### src/rtl/bus_read_engine.sv
// Single-outstanding read engine: upstream request -> chip-bus read -> response.
// Aborts a read that waits TIMEOUT cycles for mem_ack and reports it as an error.
module bus_read_engine #(
  parameter int unsigned TIMEOUT = 15
) (
  input  logic        clock,
  input  logic        resetN,
  input  logic        req_valid,
  output logic        req_ready,
  input  logic [31:0] req_addr,
  output logic        mem_rd,
  output logic [31:0] mem_addr,
  input  logic        mem_ack,
  input  logic [63:0] mem_data,
  output logic        rsp_valid,
  input  logic        rsp_ready,
  output logic [63:0] rsp_data,
  output logic        rsp_parity,
  output logic        rsp_error,
  output logic [15:0] txn_count,
  output logic [7:0]  err_count
);

  typedef enum logic [1:0] {
    IDLE = 2'd0,
    BUSY = 2'd1,
    RESP = 2'd2
  } state_t;

  // wait_q holds the number of BUSY cycles already spent, so the
  // last permitted BUSY cycle is the one where it equals TIMEOUT-1.
  localparam logic [7:0] WaitLast = 8'(TIMEOUT - 1);

  state_t      state_q;
  logic [7:0]  wait_q;
  logic        req_ready_q;
  logic        mem_rd_q;
  logic [31:0] mem_addr_q;
  logic        rsp_valid_q;
  logic [63:0] rsp_data_q;
  logic        rsp_parity_q;
  logic        rsp_error_q;
  logic [15:0] txn_q;
  logic [15:0] txn_d;
  logic [7:0]  err_q;
  logic [7:0]  err_d;
  logic        hs;

  assign hs = rsp_valid_q && rsp_ready;

  always_comb begin
    txn_d = txn_q;
    err_d = err_q;
    if (hs) begin
      txn_d = txn_q + 16'd1;
      if (rsp_error_q && err_q != 8'hFF)
        err_d = err_q + 8'd1;
    end
  end

  always_ff @(posedge clock) begin
    if (!resetN) begin
      state_q      <= IDLE;
      wait_q       <= '0;
      req_ready_q  <= 1'b1;
      mem_rd_q     <= 1'b0;
      mem_addr_q   <= '0;
      rsp_valid_q  <= 1'b0;
      rsp_data_q   <= '0;
      rsp_parity_q <= 1'b0;
      rsp_error_q  <= 1'b0;
      txn_q        <= '0;
      err_q        <= '0;
    end else begin
      txn_q <= txn_d;
      err_q <= err_d;
      unique case (state_q)
        IDLE: begin
          if (req_valid) begin
            mem_addr_q  <= req_addr;
            wait_q      <= '0;
            mem_rd_q    <= 1'b1;
            req_ready_q <= 1'b0;
            state_q     <= BUSY;
          end
        end
        BUSY: begin
          wait_q <= wait_q + 8'd1;
          if (mem_ack) begin
            rsp_data_q   <= mem_data;
            rsp_parity_q <= ^mem_data;
            rsp_error_q  <= 1'b0;
            mem_rd_q     <= 1'b0;
            rsp_valid_q  <= 1'b1;
            state_q      <= RESP;
          end else if (wait_q == WaitLast) begin
            rsp_data_q   <= '0;
            rsp_parity_q <= 1'b0;
            rsp_error_q  <= 1'b1;
            mem_rd_q     <= 1'b0;
            rsp_valid_q  <= 1'b1;
            state_q      <= RESP;
          end
        end
        RESP: begin
          if (rsp_ready) begin
            rsp_valid_q <= 1'b0;
            req_ready_q <= 1'b1;
            state_q     <= IDLE;
          end
        end
        default: begin
          state_q     <= IDLE;
          req_ready_q <= 1'b1;
          mem_rd_q    <= 1'b0;
          rsp_valid_q <= 1'b0;
        end
      endcase
    end
  end

  assign req_ready  = req_ready_q;
  assign mem_rd     = mem_rd_q;
  assign mem_addr   = mem_addr_q;
  assign rsp_valid  = rsp_valid_q;
  assign rsp_data   = rsp_data_q;
  assign rsp_parity = rsp_parity_q;
  assign rsp_error  = rsp_error_q;
  assign txn_count  = txn_q;
  assign err_count  = err_q;

endmodule

### config.mk
export PLATFORM = sky130hd
export DESIGN_NAME = bus_read_engine
export DESIGN_NICKNAME = d
export VERILOG_FILES = /design/src/rtl/bus_read_engine.sv
export SDC_FILE = /design/constraint.sdc
export NUM_CORES = 1
export LEC_CHECK = 0
export BUFFER_PORTS_ARGS = -buffer_cell sky130_fd_sc_hd__buf_4
export CAP_MARGIN = 20
export CORE_ASPECT_RATIO = 1.5
export CORE_UTILIZATION = 30
export DETAILED_ROUTE_END_ITERATION = 8
export REMOVE_ABC_BUFFERS = 1
export SLEW_MARGIN = 10
export SYNTH_ARGS = -nofsm -noshare
export SYNTH_HDL_FRONTEND = slang
export SYNTH_SLANG_ARGS = --single-unit
### constraint.sdc
create_clock -name clock -period 3.7 [get_ports clock]
set_clock_uncertainty 0.05 [all_clocks]
set_input_delay 1.11 -clock clock [delete_from_list [all_inputs] [get_ports clock]]
set_output_delay 1.11 -clock clock [all_outputs]
set_load 0.01 [all_outputs]
After elaboration in Yosys (flattened, before gate mapping)
Cells that the tools add are included.

word-level totals
  bits in registers = 135
  output and inout port bits = 125
  word-level logic and storage cells = 60

operators by class
  muxes and demuxes = 22
  bitwise operators = 3
  reduce and logical (&&, ||, !) cells = 14
  add/subtract/negate cells = 3
  eq/ne operators = 7

operators by type and width
  kind                                                             number
  64-bit two-way mux                                               2
  64-bit parity                                                    1
  16-bit by 1-bit adder with 16-bit output, second input constant  1
  8-bit by 1-bit adder with 8-bit output, second input constant    2
  8-bit case mux with 2 select lines                               1
  3-bit AND reduction                                              4
  1-bit two-way mux                                                10
  1-bit case mux with 3 select lines                               3
  8-bit by 4-bit == test with 1-bit output, second input constant  1
  2-bit two-way mux                                                4
  8-bit two-way mux                                                1
  8-bit != test, second input constant                             1
  2-bit AND reduction                                              4
  2-bit case mux with 3 select lines                               1
  2-bit != test, second input constant                             2
  2-bit nonzero test                                               2
  3-bit != test, second input constant                             1
  1-bit NOT                                                        3
  2-bit by 1-bit == test with 1-bit output, second input constant  1
  2-bit == test, second input constant                             1
  1-bit logical AND                                                2
  2-bit logical NOT                                                1

Depth between registers and ports, before layout
  word-level depth = 4
  gate-level depth with buffers = 10
  mapped depth without buffers = 8

Worst setup path before layout
OpenSTA, ideal clock, no wires.

  path type = input port to flip-flop
  start = input port rsp_ready
  end = register txn_q[13] (netlist: txn_count[13])
  arrival = 2.187 ns
  data required time = 3.535 ns
  setup time = 0.115 ns
  buffers on the path = 0
  stages on the path = 7
  path slack = 1.348 ns
  path through = and3_1 -> and3_1 -> and3_1 -> and2_1 -> nand3_1 -> xnor2_1 -> and2_1

on the way
  word-level cells in the longest chain between the ends = 1

ends and longest elaborated chain
  what                  line  RTL
  from (decl)           16    input logic rsp_ready,
  1-bit logical AND     49    assign hs = rsp_valid_q && rsp_ready;
  to (signal assigned)  75    txn_q <= txn_d;
  to (decl)             43    logic [15:0] txn_q;

Every way passes these cells.
A chain may end at the register's enable or synchronous reset.

Final worst setup path
  start = input port req_valid
  end = register wait_q[4]

on the way
  word-level cells in the longest chain between the ends = 2

ends and longest elaborated chain
  what                                  line  RTL
  from (decl)                           8     input logic req_valid,
  2-bit != test (no source line)        -
  2-bit AND reduction (no source line)  -
  to (signal assigned)                  88    wait_q <= wait_q + 8'd1;
  to (decl)                             35    logic [7:0] wait_q;

Every way passes these cells.

==> results_dict.tcl <==
set metrics [dict create \
    outcome "completed" \
    core_um2 18620 \
    die_h_um 171.5 \
    place_inst 1059 \
    yosys.area.top_type_share 0.4701 \
    synthTopCellsByArea "dfxtp_1 47%, xnor2_1 11%, a22oi_1 8.4%" \
    top_layer_used "met4" \
    synth-edff-count 0 \
    hpwl_um 11070 \
    leakage_nw 3.424 \
    viasPerCell 4.480 \
    peakVddDrop_mv 0.2035 \
    yosys.area.top_type "dfxtp_1" \
    crit_required_ns 3.95 \
    syn_area_per_cell_um2 9.364 \
    timing.fmax_mhz 450.7 \
    setup_tns_ns 0 \
    path_class "in2reg" \
    setup_viol 0 \
    synth.most_common_cell "dfxtp_1" \
    synth_cell_types 33 \
    clk_pin_slew_worst_paths_ns 0.06 \
    crit_buf_inv 1 \
    grt_pass1_vias 4785 \
    synth_flop_cell "dfxtp_1" \
    rsz0062_at_grt "false" \
    dieArea_um2 19730 \
    slowest_stage "or3b_2" \
    wl_per_cell_um 14.45 \
    synthArstFlopShare 0 \
    num_rows 61 \
    maxCapViolCount 0 \
    crit_chain "buf_4 > or3b_2 > and3_1 > o21a_1" \
    max_stage_delay_ns 0.78 \
    drtIter0Drc 265 \
    track_usage 0.1598 \
    cts_made_buffers 17 \
    cp_max_fo 37 \
    drt_first_pass_iters 4 \
    port_buffers 225 \
    cts_tree "built" \
    syn_area_um2 5749 \
    fin_crit_ns 2.219 \
    hold_start "mem_addr[2]$_SDFFE_PN0P_" \
    wl_met1_um 6327 \
    drive_above_1_share 0.3210 \
    die_w_um 115.0 \
    antenna_found_initial 0 \
    power.density_nw_per_um2 470.0 \
    area_growth_pct 43.98 \
    fillerInstances 1928 \
    yosysSeqAreaShare 0.4701 \
    holdCritPathClass "reg2reg" \
    drc 0 \
    routed_wl_um 15750 \
    wl_met2_um 8248 \
    maxSlewHeadroom 0.4574 \
    met3WireLength_um 866 \
    antennaDiodeCount 0 \
    cp_top_family "simple AND/OR/NAND/NOR gates" \
    clockRootBuffer "clkbuf_16" \
    overflow 0 \
    ys_warn_count 0 \
    worst_pin_slew_ns 0.8138 \
    period_share 0.5997 \
    grt_max_degree 78 \
    nNetsFinal 931 \
    ant_nets 0 \
    cts.sink_count 135 \
    cts_hold_buf 0 \
    io_pins 226 \
    grt_pass1_wl_um 24350 \
    arrival_ns 2.47 \
    final_cells 1090 \
    crit_path_start "req_valid" \
    power.total_mw 3.891 \
    hold_violations 0 \
    start_kind "input pin" \
    clock_latency_ns 0.40 \
    htreeDepth 4 \
    initial_utilization 0.3087 \
    cts_setup_buffers 0 \
    ys_ff_latch 135 \
    slew_violations 0 \
    reg2reg_from "state_q[0]$_SDFFE_PN0P_" \
    synthCells 614 \
    gp_congestion 0.7437 \
    clock_path_buffers 2 \
    end_kind "flop" \
    cts_resized 0 \
    num_vias 4883 \
    synthTopCellsByCount "135 x dfxtp_1, 78 x nand2_1, 71 x xnor2_1" \
]
[registers in the layout, indices dropped and copies added, names as in the netlist]
| signal | count |
|---|---|
| err_count | 8 |
| mem_addr | 32 |
| mem_rd | 1 |
| req_ready | 1 |
| rsp_data | 64 |
| rsp_error | 1 |
| rsp_parity | 1 |
| rsp_valid | 1 |
| state_q | 2 |
| txn_count | 16 |
| wait_q | 8 |
[cells in the final DEF (no fill, tap or decap), drive strengths merged, types with 4 or more instances in the layout]
| master | synthesis | layout |
|---|---|---|
| buf | 16 | 231 |
| dfxtp | 135 | 135 |
| nand2 | 78 | 78 |
| xnor2 | 71 | 71 |
| nor2b | 68 | 68 |
| a22oi | 64 | 64 |
| a21boi | 38 | 38 |
| and2 | 27 | 27 |
| nand3 | 21 | 21 |
| clkbuf | 22 | 19 |
| xor2 | 13 | 13 |
| o21ai | 11 | 11 |
| nor2 | 9 | 9 |
| and3 | 8 | 8 |
| clkinv | 0 | 5 |
| nand4 | 4 | 4 |
| a21oi | 4 | 4 |
| ha | 4 | 4 |
| clkinvlp | 0 | 4 |
[worst paths after layout]
check,slack (ns),endpoint,cells past startpoint
setup / recovery,1.48,wait_q[4]$_SDFFE_PN0P_,4
hold / removal,0.41,mem_addr[2]$_SDFFE_PN0P_,2
setup reg to reg,1.63,rsp_data[35]$_SDFFE_PN0P_,5
hold reg to reg,0.41,mem_addr[2]$_SDFFE_PN0P_,2
[worst min-delay path: stages, from the launching register on]
cell      delay [ns]
dfxtp_1         0.31
nand2_1         0.04
a21boi_0        0.06
[final cells by class]
class | count | area [µm²] | share of cell area
clock buffer | 19 | 452.9 | 0.05472
multi-input combinational | 438 | 2884 | 0.3484
clock inverter | 12 | 152.6 | 0.01844
inverter | 3 | 11.26 | 0.001360
timing repair buffer | 231 | 1759 | 0.2125
sequential | 135 | 2703 | 0.3265
tap | 252 | 315.3 | 0.03809
[routing by layer]
| metal | up-vias | track usage |
|---|---|---|
| li1 | 2492 | - |
| met1 | 2232 | 0.1777 |
| met2 | 144 | 0.2837 |
| met3 | 15 | 0.04369 |
| met4 | 0 | 0.06606 |
| met5 | - | 0 |
[cells by family (layout without fill, tap and decap cells)]
group | count (synthesis) | count (layout) | synth area share
flip-flops | 135 | 135 | 0.4701
adder cells (fa/ha/maj) | 4 | 4 | 0.008705
buffers and inverters | 41 | 265 | 0.03003
multiplexers | 1 | 1 | 0.001741
XOR/XNOR | 84 | 84 | 0.1280
AO/OA/AOI/OAI | 119 | 119 | 0.1491
AND/OR/NAND/NOR | 230 | 230 | 0.2124
[power by group]
group          total [mW]  switching, mW  internal (mW)
Clock                1.72          0.633           1.09
Combinational       0.621          0.287          0.335
Sequential           1.55         0.0344           1.51
[metrics by stage]
step / hold slack [ns] / util / setup WS (ns) / instance area, µm²
2_1_floorplan: 0.4196 / - / 0.8420 / 5588
3_3_place_gp: 0.3995 / 0.4120 / 1.028 / 7672
3_5_place_dp: 0.4080 / 0.4120 / 1.028 / 7672
4_1_cts: 0.4159 / 0.4445 / 1.464 / 8278
5_1_grt: 0.4345 / 0.4445 / 1.392 / 8278
6_report: 0.4120 / 0.4445 / 1.481 / 8278
(Power assumes the default switching activity.)
